File: src/rtl/traffic_light_controller_n.sv
// N-direction round-robin traffic light controller with sensor arbitration,
// min/max green, all-red clearance and flashing-yellow maintenance mode.
module traffic_light_controller_n #(
   parameter int N_DIR       = 2,
   parameter int MIN_GREEN   = 4,
   parameter int MAX_GREEN   = 12,
   parameter int YELLOW_CYC  = 5,
   parameter int ALL_RED_CYC = 1,
   parameter int FLASH_HALF  = 2
) (
   input  logic                     clk,
   input  logic                     reset,
   input  logic [N_DIR-1:0]         s,
   input  logic                     flash,
   output logic [3*N_DIR-1:0]       L,
   output logic [$clog2(N_DIR)-1:0] active_dir,
   output logic [1:0]               phase
);

   localparam int CW   = $clog2(N_DIR);
   localparam int M01  = (MAX_GREEN > YELLOW_CYC) ? MAX_GREEN : YELLOW_CYC;
   localparam int M23  = ((ALL_RED_CYC + 1) > FLASH_HALF) ? (ALL_RED_CYC + 1) : FLASH_HALF;
   localparam int TMAX = (M01 > M23) ? M01 : M23;
   localparam int TW   = $clog2(TMAX) + 1;

   localparam logic [TW-1:0] MIN_T = TW'(MIN_GREEN - 1);
   localparam logic [TW-1:0] MAX_T = TW'(MAX_GREEN - 1);
   localparam logic [TW-1:0] YEL_T = TW'(YELLOW_CYC - 1);
   localparam logic [TW-1:0] AR_T  = TW'((ALL_RED_CYC > 0) ? ALL_RED_CYC - 1 : 0);
   localparam logic [TW-1:0] FH_T  = TW'(FLASH_HALF - 1);
   localparam logic [3*N_DIR-1:0] RST_L = {{(N_DIR-1){3'b100}}, 3'b001};

   typedef enum logic [1:0] {
      ST_GREEN   = 2'd0,
      ST_YELLOW  = 2'd1,
      ST_ALL_RED = 2'd2,
      ST_FLASH   = 2'd3
   } state_t;

   state_t            state, state_d;
   logic [CW-1:0]     cur, cur_d, nxt, nxt_d, pick;
   logic [TW-1:0]     timer, timer_d;
   logic              fph, fph_d, found;
   int unsigned       sum;
   logic [3*N_DIR-1:0] l_d;

   // Round-robin search from cur+1; found doubles as "another direction requests".
   always_comb begin
      found = 1'b0;
      pick  = cur;
      sum   = 0;
      for (int unsigned k = 1; k < N_DIR; k++) begin
         sum = k + 32'(cur);
         if (sum >= N_DIR) sum = sum - N_DIR;
         if (!found && s[CW'(sum)]) begin
            found = 1'b1;
            pick  = CW'(sum);
         end
      end
   end

   always_comb begin
      state_d = state;
      cur_d   = cur;
      nxt_d   = nxt;
      fph_d   = fph;
      timer_d = timer + 1'b1;
      case (state)
         ST_GREEN: begin
            if (timer == MAX_T) timer_d = timer;
            // A flash request hands over to the same direction once min green is met.
            if (timer >= MIN_T && (flash || (found && (!s[cur] || timer == MAX_T)))) begin
               state_d = ST_YELLOW;
               timer_d = '0;
               nxt_d   = flash ? cur : pick;
            end
         end
         ST_YELLOW: begin
            if (timer == YEL_T) begin
               timer_d = '0;
               if (ALL_RED_CYC > 0) begin
                  state_d = ST_ALL_RED;
               end else if (flash) begin
                  state_d = ST_FLASH;
                  fph_d   = 1'b1;
               end else begin
                  state_d = ST_GREEN;
                  cur_d   = nxt;
               end
            end
         end
         ST_ALL_RED: begin
            if (timer == AR_T) begin
               timer_d = '0;
               if (flash) begin
                  state_d = ST_FLASH;
                  fph_d   = 1'b1;
               end else begin
                  state_d = ST_GREEN;
                  cur_d   = nxt;
               end
            end
         end
         ST_FLASH: begin
            if (!flash) begin
               timer_d = '0;
               nxt_d   = cur;
               state_d = (ALL_RED_CYC > 0) ? ST_ALL_RED : ST_GREEN;
            end else if (timer == FH_T) begin
               timer_d = '0;
               fph_d   = ~fph;
            end
         end
         default: ;
      endcase
   end

   function automatic logic [2:0] lamp(state_t st, logic own, logic ph);
      case (st)
         ST_GREEN:   lamp = own ? 3'b001 : 3'b100;
         ST_YELLOW:  lamp = own ? 3'b010 : 3'b100;
         ST_ALL_RED: lamp = 3'b100;
         default:    lamp = ph ? 3'b010 : 3'b000;
      endcase
   endfunction

   for (genvar i = 0; i < N_DIR; i++) begin : g_lamp
      assign l_d[3*i +: 3] = lamp(state_d, cur_d == CW'(i), fph_d);
   end

   // Outputs are registered from the next-state decode so they track state exactly.
   always_ff @(posedge clk or negedge reset) begin
      if (!reset) begin
         state      <= ST_GREEN;
         cur        <= '0;
         nxt        <= '0;
         timer      <= '0;
         fph        <= 1'b0;
         L          <= RST_L;
         active_dir <= '0;
         phase      <= 2'd0;
      end else begin
         state      <= state_d;
         cur        <= cur_d;
         nxt        <= nxt_d;
         timer      <= timer_d;
         fph        <= fph_d;
         L          <= l_d;
         active_dir <= cur_d;
         phase      <= state_d;
      end
   end

endmodule

File: config.mk
export PLATFORM = sky130hd
export DESIGN_NAME = traffic_light_controller_n
export DESIGN_NICKNAME = d
export VERILOG_FILES = /design/src/rtl/traffic_light_controller_n.sv
export SDC_FILE = /design/constraint.sdc
export NUM_CORES = 1
export LEC_CHECK = 0
export BUFFER_PORTS_ARGS = -buffer_cell sky130_fd_sc_hd__clkbuf_2
export CORE_ASPECT_RATIO = 1.25
export CORE_MARGIN = 2
export CORE_UTILIZATION = 50
export DETAILED_ROUTE_END_ITERATION = 12
export PLACE_DENSITY_LB_ADDON = 0.12
export SYNTH_ARGS = -nofsm -noshare
export SYNTH_HDL_FRONTEND = slang
export SYNTH_SLANG_ARGS = --single-unit
File: constraint.sdc
create_clock -name clk -period 1.7 [get_ports clk]
set_input_delay 0.17 -clock clk [delete_from_list [all_inputs] [get_ports clk]]
set_output_delay 0.17 -clock clk [all_outputs]
set_load 0.03 [all_outputs]
==> results of run 1 <==
cell type report:
type / count / area [µm²] / area share, %
inverter: 5 / 18.8 / 1.32
timing repair buffer: 30 / 195 / 13.7
tap: 20 / 25.0 / 1.76
clock buffer: 4 / 36.3 / 2.55
multi-input combinational: 80 / 739 / 51.9
sequential: 16 / 409 / 28.7
registers in the layout, summed over array words and instances (netlist names):
name and flops:
L 6, timer 5, state 2, cur 1
fph 1, nxt 1
final timing paths:
path / to / startpoint / cells past startpoint / slack [ps]
setup / recovery: L[4] / timer[1] / 7 / -30
hold / removal: nxt / s[0] / 3 / 310
setup reg to reg: L[4] / timer[1] / 7 / -30
hold reg to reg: fph / fph / 2 / 610
max in group asynchronous: L[0] / reset / 2 / 1060
min in group asynchronous: L[1] / reset / 2 / 330
power groups by stage:
| stage | Combinational, mW | Clock [mW] | Sequential, mW |
|---|---|---|---|
| 6_report | 1.94 | 0.252 | 0.785 |
| 5_1_grt | 2.12 | 0.270 | 0.812 |
| 4_1_cts | 1.58 | 0.256 | 0.749 |
| 3_5_place_dp | 1.53 | 0 | 0.750 |
| 3_3_place_gp | 1.51 | 0 | 0.749 |
| 2_1_floorplan | 1.04 | 0 | 0.820 |
cells in the final DEF, fill, tap and decap left out, drive strengths merged, types with 2 or more instances in the layout:
cell,instances
nor4,2
a21oi,9
and2,2
nor2,6
o21a,2
nor4b,2
nor3,2
nand4,3
a32oi,2
buf,16
nor2b,2
xnor2,2
nand4bb,2
inv,5
ha,3
clkbuf,17
nand2,4
nand3,6
o31ai,4
o21ai,4
a2bb2oi,2
dfstp,2
nand2b,2
xor2,2
dfrtp,14
tightest hold or removal path: stages:
cell and delay [ps]:
clkbuf_2 130, a31o_2 150, a32oi_1 100
what timing repair did:
item,4_1_cts,5_1_grt
setup endpoints to repair,5,14
resized for setup,4,21
hold buffers,1,0
pin swaps,1,5
setup buffers,0,6
hold endpoints to repair,14,0
Yosys cell counts, types with 2 or more instances:
| cell type | n | area (µm²) |
|---|---|---|
| dfstp_2 | 2 | 52.6 |
| dfrtp_1 | 14 | 350 |
| nand2b_1 | 2 | 12.5 |
| nor4b_4 | 2 | 47.6 |
| nor2b_1 | 2 | 12.5 |
| ha_1 | 3 | 37.5 |
| o21a_1 | 2 | 15.0 |
| nand3_1 | 5 | 25.0 |
| o21ai_0 | 4 | 20.0 |
| nor2_1 | 5 | 18.8 |
| nor4_2 | 2 | 25.0 |
| nand4_1 | 3 | 18.8 |
| o31ai_1 | 4 | 30.0 |
| xor2_1 | 2 | 17.5 |
| nand2_1 | 4 | 15.0 |
| a21oi_1 | 9 | 45.0 |
| xnor2_1 | 2 | 17.5 |
| a32oi_1 | 2 | 17.5 |
| inv_1 | 5 | 18.8 |
| a2bb2oi_1 | 2 | 17.5 |
| buf_2 | 4 | 20.0 |
| and2_1 | 2 | 12.5 |
| nor3_1 | 2 | 10.0 |
metal layers:
layer | track usage (%) | up-vias | routed length [µm]
met5 | 0 | - | 0
met4 | 8.82 | 0 | 48
met3 | 2.92 | 6 | 91
met2 | 32.8 | 30 | 1490
met1 | 24.1 | 465 | 1030
li1 | - | 464 | -
logic make-up after synthesis:
| family | after synthesis | synth area share [%] |
|---|---|---|
| buffers and inverters | 11 | 4.76 |
| AO/OA/AOI/OAI | 34 | 21.8 |
| AND/OR/NAND/NOR | 37 | 27.3 |
| flip-flops | 16 | 37.4 |
| XOR/XNOR | 4 | 3.25 |
| adder cells (fa/ha/maj) | 3 | 3.48 |
| multiplexers | 2 | 1.97 |
==> out/metrics.yaml, run 1 <==
floorplan:
  core-area_um2: 2000
  fp.dieW_um: 45.5
  die-area_um2: 2540
  row_count: 18
  io_pins: 14
  die_height_um: 55.9
  initial_utilization_pct: 53.7
placement:
  placed_cell_area_um2: 1210
  io_buffers: 13
  post-place-ws_ps: -56.9
  dp_cells: 144
  place_congestion: 0.796
  hpwlAfterDp_um: 1770
synth:
  synthesis.nets: 115
  yosys_warnings: 0
  ys.flop_type: "dfrtp_1"
  synth_cells: 107
  ys_ff_latch: 16
  synthArstFlopShare_pct: 100
  synth_area_per_cell_um2: 10.1
  synth_edf_count: 0
  synth_area_um2: 1080
  synth.distinct_cells: 46
  yosysSeqAreaShare_pct: 37.4
power:
  power.total_mw: 2.98
  power.leakage_nw: 0.578
  power_frac_seq_pct: 26.3
  power_switching_share_pct: 46.3
  clkPwrFrac_pct: 8.4
  power_density_nw_per_um2: 2090
  power.internal_mw: 1.60
  peakVddDrop_v: 0.00115
  power_switching_mw: 1.38
  p_comb_share_pct: 65.2
route:
  viasPerCell: 6.23
  vias: 965
  detail-route-antenna-nets: 0
  remaining_drc_errors: 0
  dr.pass1.iters: 4
  first_iter_violations: 38
  wirelength_um: 2670
  wl_per_cell_um: 17.2
setup_path:
  crit_chain: "inv_2, ha_4, nor4b_4, buf_4, nand3_4, a2bb2oi_4, o31ai_2"
  crit_path_top_delay_cell: "dfrtp_1"
  cp-end-kind: "register"
  cp.arrival_ps: 1930
  cp-start-kind: "register"
  path_delay_family: "flip-flops"
  critical_path_buf_inv_count: 2
  worst-path-max-fanout: 4
  criticalPathCategory: "register to register"
  crit_required_ps: 1900
  cp_slowest_stage_delay_ps: 430
flow_run:
  cap_violations: 0
layout:
  final_nets: 144
  fin_util_pct: 71.0
  post_route_cells_drive_above_1_share_pct: 48.1
  final_cell_count_no_fill: 155
  diodes: 0
  num-fill-cells: 152
  stdcell_area_um2: 1420
  area_growth_pct: 32.2
global_route:
  first_global_vias: 874
  grt-ovfl-total: 0
  grt_use_total_pct: 19.8
  grt_max_degree: 17
  grt_first_pass_wirelength_um: 3800
  antenna_found_initial: 0
outcome:
  status: "finished with violations"
  violations: "negative setup slack"
clock_network:
  cts_buffers: 3
  cts_tree: "yes"
  cts-root-buf: "clkbuf_4"
  htreeDepth: 1
  clk_path_buf_depth: 2
  clk_latency_ps: 290
  path_clk_slew_ps: 90
  cts_num_sinks: 16
timing:
  period_minus_slack_ps: 1730
  finalHoldViolCount: 0
  rsz0062_at_grt: "true"
  tightestPinTransition_ps: 450
  setup_ws_ps: -33.7
  finClkSkew_ps: 1.75
  fmax_ghz: 0.577
  finalSetupViolations: 1
  slew_violations: 0
  period_share_pct: 102
  maxSlewHeadroom_pct: 69.9
  tns_ps: -33.7
  hold_slack_ps: 305
worst_hold_path:
  min_path_type: "input pin to register"
No activity file was read; power rests on OpenSTA's default activity.
==> run 2: changes to the inputs <==
- ABC_AREA: not set -> 1
- CORE_UTILIZATION: 50 -> 52
- CTS_BUF_LIST: not set -> sky130_fd_sc_hd__clkbuf_4
==> run 2 against run 1 <==
Against the previous run: the flow now finishes without violations; final cell count grew 12%; die area shrank 10%; synthesized area shrank 7.7%; core utilization shrank 7.7 points; total power shrank 25%; routed wire length shrank 22%; clock-buffer cell count shrank 1.
==> out/metrics.yaml, run 2 <==
outcome:
  status: "complete, no violations"
route:
  wl_per_cell_um: 12.0  # -30%
  remaining_drc_errors: 0  # unchanged
  vias: 904  # -6.3%
  dr.pass1.iters: 4  # unchanged
  first_iter_violations: 18  # -53%
  detail-route-antenna-nets: 0  # unchanged
  viasPerCell: 5.23  # -16%
  wirelength_um: 2080  # -22%
layout:
  final_cell_count_no_fill: 173  # +12%
  area_growth_pct: 13.7
  top_register: "L"
  largestRegisters: "L: 6 flops, timer: 5 flops, state: 2 flops"
  final_nets: 163  # +13%
  num-fill-cells: 159  # +4.6%
  post_route_cells_drive_above_1_share_pct: 26.0  # -22 points
  diodes: 0  # unchanged
  largest_reg_flops: 6  # unchanged
  mostFrequentLayoutCell: "nand2_1"
  mostFrequentLayoutCells: "40 x nand2_1, 13 x dfrtp_1, 13 x inv_1, 13 x nor2_1, 13 x clkbuf_2"
floorplan:
  fp.dieW_um: 43.1  # -5.3%
  die_height_um: 52.9  # -5.4%
  io_pins: 14  # unchanged
  row_count: 17  # -1
  initial_utilization_pct: 55.7  # +1.9 points
  core-area_um2: 1790  # -11%
  die-area_um2: 2280  # -10%
global_route:
  antenna_found_initial: 0  # unchanged
  grt_max_degree: 17  # unchanged
  grt-ovfl-total: 0  # unchanged
  grt_first_pass_wirelength_um: 3460  # -8.9%
  grt_use_total_pct: 20.2  # +0.40 points
  first_global_vias: 814  # -6.9%
timing:
  maxSlewHeadroom_pct: 71.0  # +1.1 points
  slew_violations: 0  # unchanged
  tns_ps: 0  # +33.7 ps
  finalSetupViolations: 0  # -1
  finClkSkew_ps: 5.46  # +3.71 ps
  fmax_ghz: 0.634  # +10%
  period_share_pct: 92.7  # -9.2 points
  period_minus_slack_ps: 1580  # -157 ps
  finalHoldViolCount: 0  # unchanged
  hold_slack_ps: 259  # -46.5 ps
  tightestPinTransition_ps: 434  # -16.0 ps
  rsz0062_at_grt: "true"
setup_path:
  crit_top_cell: "nand2_1"
  regToRegSetupSlack_ps: 120  # +160 ps
  crit_chain: "inv_2, ha_1, nand3_1, nand2_1, nand2_1, o21ai_0, nand2_1, nor3b_1"
  crit_required_ps: 1880  # -20 ps
  cp-end-kind: "register"
  r2r_end: "timer[3]"
  critical_path_buf_inv_count: 1  # -1
  worst-path-max-fanout: 6  # +2
  crit_path_top_delay_cell: "dfrtp_2"
  cp_slowest_stage_delay_ps: 460  # +30 ps
  path_delay_family: "simple AND/OR/NAND/NOR gates"
  criticalPathCategory: "register to register"
  r2r_cells: 8  # +1
  reg2reg_from: "timer[0]"
  cp-start-kind: "register"
  cp.arrival_ps: 1750  # -180 ps
placement:
  io_buffers: 13  # unchanged
  dp_cells: 168  # +17%
  place_congestion: 0.859  # +8.0%
  hpwlAfterDp_um: 1620  # -8.1%
flow_run:
  cap_violations: 0  # unchanged
synth:
  synth.distinct_cells: 22  # -52%
  yosys_warnings: 0  # unchanged
  yosysTopAreaCell: "dfrtp_1"
  synth_most_common_cell: "nand2_1"
  synthArstFlopShare_pct: 100  # unchanged
  ys_ff_latch: 16  # unchanged
  synthesis.nets: 144  # +25%
  synthTopCellsByCount: "40 x nand2_1, 14 x dfrtp_1, 14 x inv_1, 14 x nor2_1, 12 x nand3_1"
  synth_top_cell_area_share_pct: 35.2  # +2.7 points
  ys.flop_type: "dfrtp_1"
  synth_cells: 136  # +27%
  synth_edf_count: 0  # unchanged
  ys_top_cells_by_area: "dfrtp_1 35%, nand2_1 15%, nand3_1 6.0%, dfstp_2 5.3%, inv_1 5.3%"
  synth_area_um2: 995  # -7.7%
  synth_area_per_cell_um2: 7.31  # -27%
  yosysSeqAreaShare_pct: 40.5  # +3.1 points
power:
  power_switching_mw: 1.18  # -14%
  peakVddDrop_v: 0.00118  # +1.8%
  power_density_nw_per_um2: 1990  # -5.1%
  power_switching_share_pct: 52.6  # +6.3 points
  power.internal_mw: 1.07  # -33%
  power_frac_seq_pct: 30.4  # +4.1 points
  clkPwrFrac_pct: 9.2  # +0.8 points
  power.leakage_nw: 0.607  # +4.9%
  p_comb_share_pct: 60.4  # -4.8 points
worst_hold_path:
  holdPathEnd: "fph"
  min_path_type: "input pin to register"
  min_delay_path_depth: 3  # unchanged
  hp-start: "flash"
clock_network:
  post_cts_buffers: 0  # unchanged
  cts_buffers: 3  # unchanged
  cts_tree: "yes"
  path_clk_slew_ps: 100  # about the same
  cts-root-buf: "clkbuf_4"
  clk_path_buf_depth: 2  # unchanged
  cts_num_sinks: 16  # unchanged
  clk_latency_ps: 280  # about the same
  htreeDepth: 1  # unchanged
## run 2: worst reg2reg max path, delay by kind of cell, from the launching register on
family	cells	cell delay (ps)
and+or+nand+nor	5	610
buffers and inverters	1	120
adders and majority gates	1	200
DFF	1	460
AOI/OAI and AO/OA	1	90
## run 2: area by class of cell
| class | count | area [µm²] | share of cell area, % |
|---|---|---|---|
| multi-input combinational | 102 | 534 | 47.2 |
| sequential | 16 | 404 | 35.7 |
| timing repair buffer | 14 | 75.1 | 6.64 |
| inverter | 18 | 67.6 | 5.97 |
| tap | 19 | 23.8 | 2.10 |
| clock buffer | 3 | 22.5 | 1.99 |
| clock inverter | 1 | 3.75 | 0.332 |
## run 2: worst max path at each step
stage	startpoint	end	slack (ps)	cells after the start
after floorplan	state[0]	L[1]	260	8
after global placement	timer[0]	L[1]	50	10
after detailed placement	timer[0]	L[1]	20	10
after CTS	timer[0]	L[1]	40	10
after global routing	timer[0]	L[1]	-10	11
final	timer[0]	timer[3]	120	8
## run 2: cells by family (layout without fill, tap and decap cells)
kind of cell,Yosys count,count (layout),share of synthesized area [%]
AND/OR/NAND/NOR,88,88,41.4
buffers and inverters,18,36,6.79
flip-flops,16,16,40.5
AO/OA/AOI/OAI,8,8,4.90
adder cells (fa/ha/maj),3,3,3.77
XOR/XNOR,3,3,2.64
## run 2: metal layers
metal	up-vias	track usage, %	wire [µm]
met3	2	3.07	56
li1	467	-	-
met5	-	0	0
met4	0	6.06	14
met1	422	25.2	965
met2	13	35.6	1050
## run 2: power by group through the flow
stage	clock (mW)	combinational [mW]	sequential (mW)
floorplan	0	0.854	0.841
global placement	0	1.31	0.680
detailed placement	0	1.32	0.683
CTS	0.205	1.33	0.680
global route	0.224	1.51	0.702
finish	0.206	1.36	0.685
## run 2: repair_timing
item                                   4_1_cts  5_1_grt
setup endpoints to repair                    1       11
endpoints found under the hold margin       14        0
gates resized for setup                      1        4
hold buffers                                 1        0
## run 2: per-stage QoR
step	utilization [%]	setup WS (ps)	total power, mW	cell area (µm²)
after floorplan	-	256	1.70	995
after global placement	60.6	54.1	1.99	1080
after detailed placement	60.6	19.4	2.01	1080
after CTS	62.7	41.4	2.22	1120
after global routing	63.3	-13.8	2.44	1130
final	63.3	123	2.25	1130
==> run 3: changes to the inputs <==
- CELL_PAD_IN_SITES_DETAIL_PLACEMENT: not set -> 2
- CELL_PAD_IN_SITES_GLOBAL_PLACEMENT: not set -> 2
- CORE_UTILIZATION: 52 -> 30
==> run 3 against run 2 <==
Against the previous run: flip-flop and latch count unchanged; hold slack better by 25 ps; register-to-register slack better by 30 ps; final cell count up 15%; sequential share of layout area down 3.0 points; combinational power up 16%; critical endpoint is now timer[4]; highest routed layer unchanged.
==> out/metrics.yaml, run 3 (synthesized netlist as in run 2, its figures left out) <==
placement:
  io_buffers: 13  # unchanged
  hpwlAfterDp_um: 2470  # +52%
  placed_cell_area_um2: 1150  # +6.2%
  dp_cells: 192  # +14%
  post-place-ws_ps: 49.4  # +29.9 ps
  place_congestion: 0.778  # -9.5%
timing:
  rsz0062_at_grt: "false"
  maxSlewHeadroom_pct: 72.1  # +1.2 points
  slew_violations: 0  # unchanged
  tns_ps: 0  # unchanged
  finClkSkew_ps: 3.40  # -2.06 ps
  hold_slack_ps: 284  # +25.3 ps
  finalSetupViolations: 0  # unchanged
  period_minus_slack_ps: 1550  # -27.0 ps
  fmax_ghz: 0.645  # +1.7%
  finalHoldViolCount: 0  # unchanged
  tightestPinTransition_ps: 418  # -15.9 ps
  setup_ws_ps: 150  # +27.0 ps
  period_share_pct: 91.2  # -1.6 points
route:
  dr.pass1.iters: 4  # unchanged
  vias: 955  # +5.6%
  remaining_drc_errors: 0  # unchanged
  first_iter_violations: 19  # +1
  wirelength_um: 2960  # +42%
  detail-route-antenna-nets: 0  # unchanged
  viasPerCell: 4.80  # -8.2%
  wl_per_cell_um: 14.9  # +24%
worst_hold_path:
  holdPathEnd: "fph"
  min_delay_path_depth: 3  # unchanged
  min_path_type: "input pin to register"
  hp-start: "flash"
clock_network:
  cts_num_sinks: 16  # unchanged
  path_clk_slew_ps: 100  # about the same
  cts_buffers: 3  # unchanged
  cts_tree: "yes"
  clk_latency_ps: 290  # about the same
  htreeDepth: 1  # unchanged
  cts-root-buf: "clkbuf_4"
  clk_path_buf_depth: 2  # unchanged
global_route:
  grt_first_pass_wirelength_um: 5370  # +55%
  grt-ovfl-total: 0  # unchanged
  antenna_found_initial: 0  # unchanged
  first_global_vias: 1103  # +36%
  grt_use_total_pct: 18.4  # -1.8 points
  grt_max_degree: 17  # unchanged
setup_path:
  crit_path_top_delay_cell: "dfrtp_2"
  cp-start-kind: "register"
  cp-end-kind: "register"
  worst-path-max-fanout: 5  # -1
  regToRegSetupSlack_ps: 150  # +30 ps
  crit_top_cell: "nand2_1"
  cp.arrival_ps: 1730  # -20 ps
  reg2reg_from: "timer[0]"
  criticalPathCategory: "register to register"
  crit_required_ps: 1880  # about the same
  r2r_end: "timer[4]"
  r2r_cells: 8  # unchanged
  crit_chain: "inv_1, ha_4, nand3_1, nand2_1, nand2_1, o21ai_0, nand2_1, nor3b_2"
  cp_slowest_stage_delay_ps: 450  # about the same
floorplan:
  die_height_um: 68.4  # +29%
  fp.dieW_um: 55.5  # +29%
  initial_utilization_pct: 31.1  # -25 points
  core-area_um2: 3190  # +79%
  io_pins: 14  # unchanged
  die-area_um2: 3800  # +66%
  row_count: 23  # +6
layout:
  fin_util_pct: 38.7  # -25 points
  diodes: 0  # unchanged
  area_growth_pct: 24.4
  final_nets: 171  # +4.9%
  multi_input_area_um2: 557  # +4.2%
  largestRegisters: "L: 6 flops, timer: 5 flops, state: 2 flops"
  final_cell_count_no_fill: 199  # +15%
  largest_reg_flops: 6  # unchanged
  post_route_cells_drive_above_1_share_pct: 32.7  # +6.7 points
  num-fill-cells: 403  # +150%
  seq_area_um2: 405  # +0.31%
  mostFrequentLayoutCell: "nand2_1"
  mostFrequentLayoutCells: "40 x nand2_1, 13 x inv_1, 13 x clkbuf_2, 12 x dfrtp_1, 12 x nand3_1"
  top_register: "L"
  stdcell_area_um2: 1240  # +9.4%
power:
  power.leakage_nw: 0.647  # +6.7%
  power_density_nw_per_um2: 2010  # +0.98%
  power.total_mw: 2.48  # +10%
  peakVddDrop_v: 0.000788  # -33%
outcome:
  status: "complete, no violations"
flow_run:
  cap_violations: 0  # unchanged
[run 3: critical path, delay by kind of cell, from the launching register on]
family,cells,cell delay (ps)
and+or+nand+nor,5,640
adders and majority gates,1,150
AOI/OAI and AO/OA,1,100
buffers and inverters,1,120
DFF,1,450
[run 3: worst max path at each step]
stage / start / to / slack [ps] / depth (start not counted)
2_1_floorplan: state[0] / L[1] / 260 / 8
6_report: timer[0] / timer[4] / 150 / 8
5_1_grt: timer[0] / timer[0] / 2 / 11
3_5_place_dp: timer[1] / L[1] / 50 / 11
4_1_cts: timer[1] / L[1] / 7 / 11
3_3_place_gp: timer[1] / timer[3] / 110 / 8
[run 3: routing by layer]
| layer | wire, µm | track usage (%) | up-vias |
|---|---|---|---|
| met3 | 46 | 2.27 | 2 |
| met4 | 15 | 4.57 | 0 |
| met1 | 1140 | 19.0 | 465 |
| met5 | 0 | 0 | - |
| li1 | - | - | 480 |
| met2 | 1760 | 39.0 | 8 |
[run 3: final cells by class]
type	instances	area share, %
clock inverter	1	0.303
multi-input combinational	102	45.0
timing repair buffer	22	10.9
inverter	18	5.46
sequential	16	32.8
clock buffer	3	1.82
tap	37	3.74
[run 3: where the power goes]
part | switching (mW) | internal [mW] | total, mW
Clock | 0.131 | 0.0852 | 0.216
Sequential | 0.139 | 0.552 | 0.691
Combinational | 1.02 | 0.556 | 1.58
Total | 1.29 | 1.19 | 2.48
[run 3: what timing repair did]
action | CTS | global route
hold buffers | 1 | 0
resized for setup | 0 | 11
endpoints found under the setup margin | 0 | 11
setup buffers | 0 | 2
endpoints found under the hold margin | 14 | 0
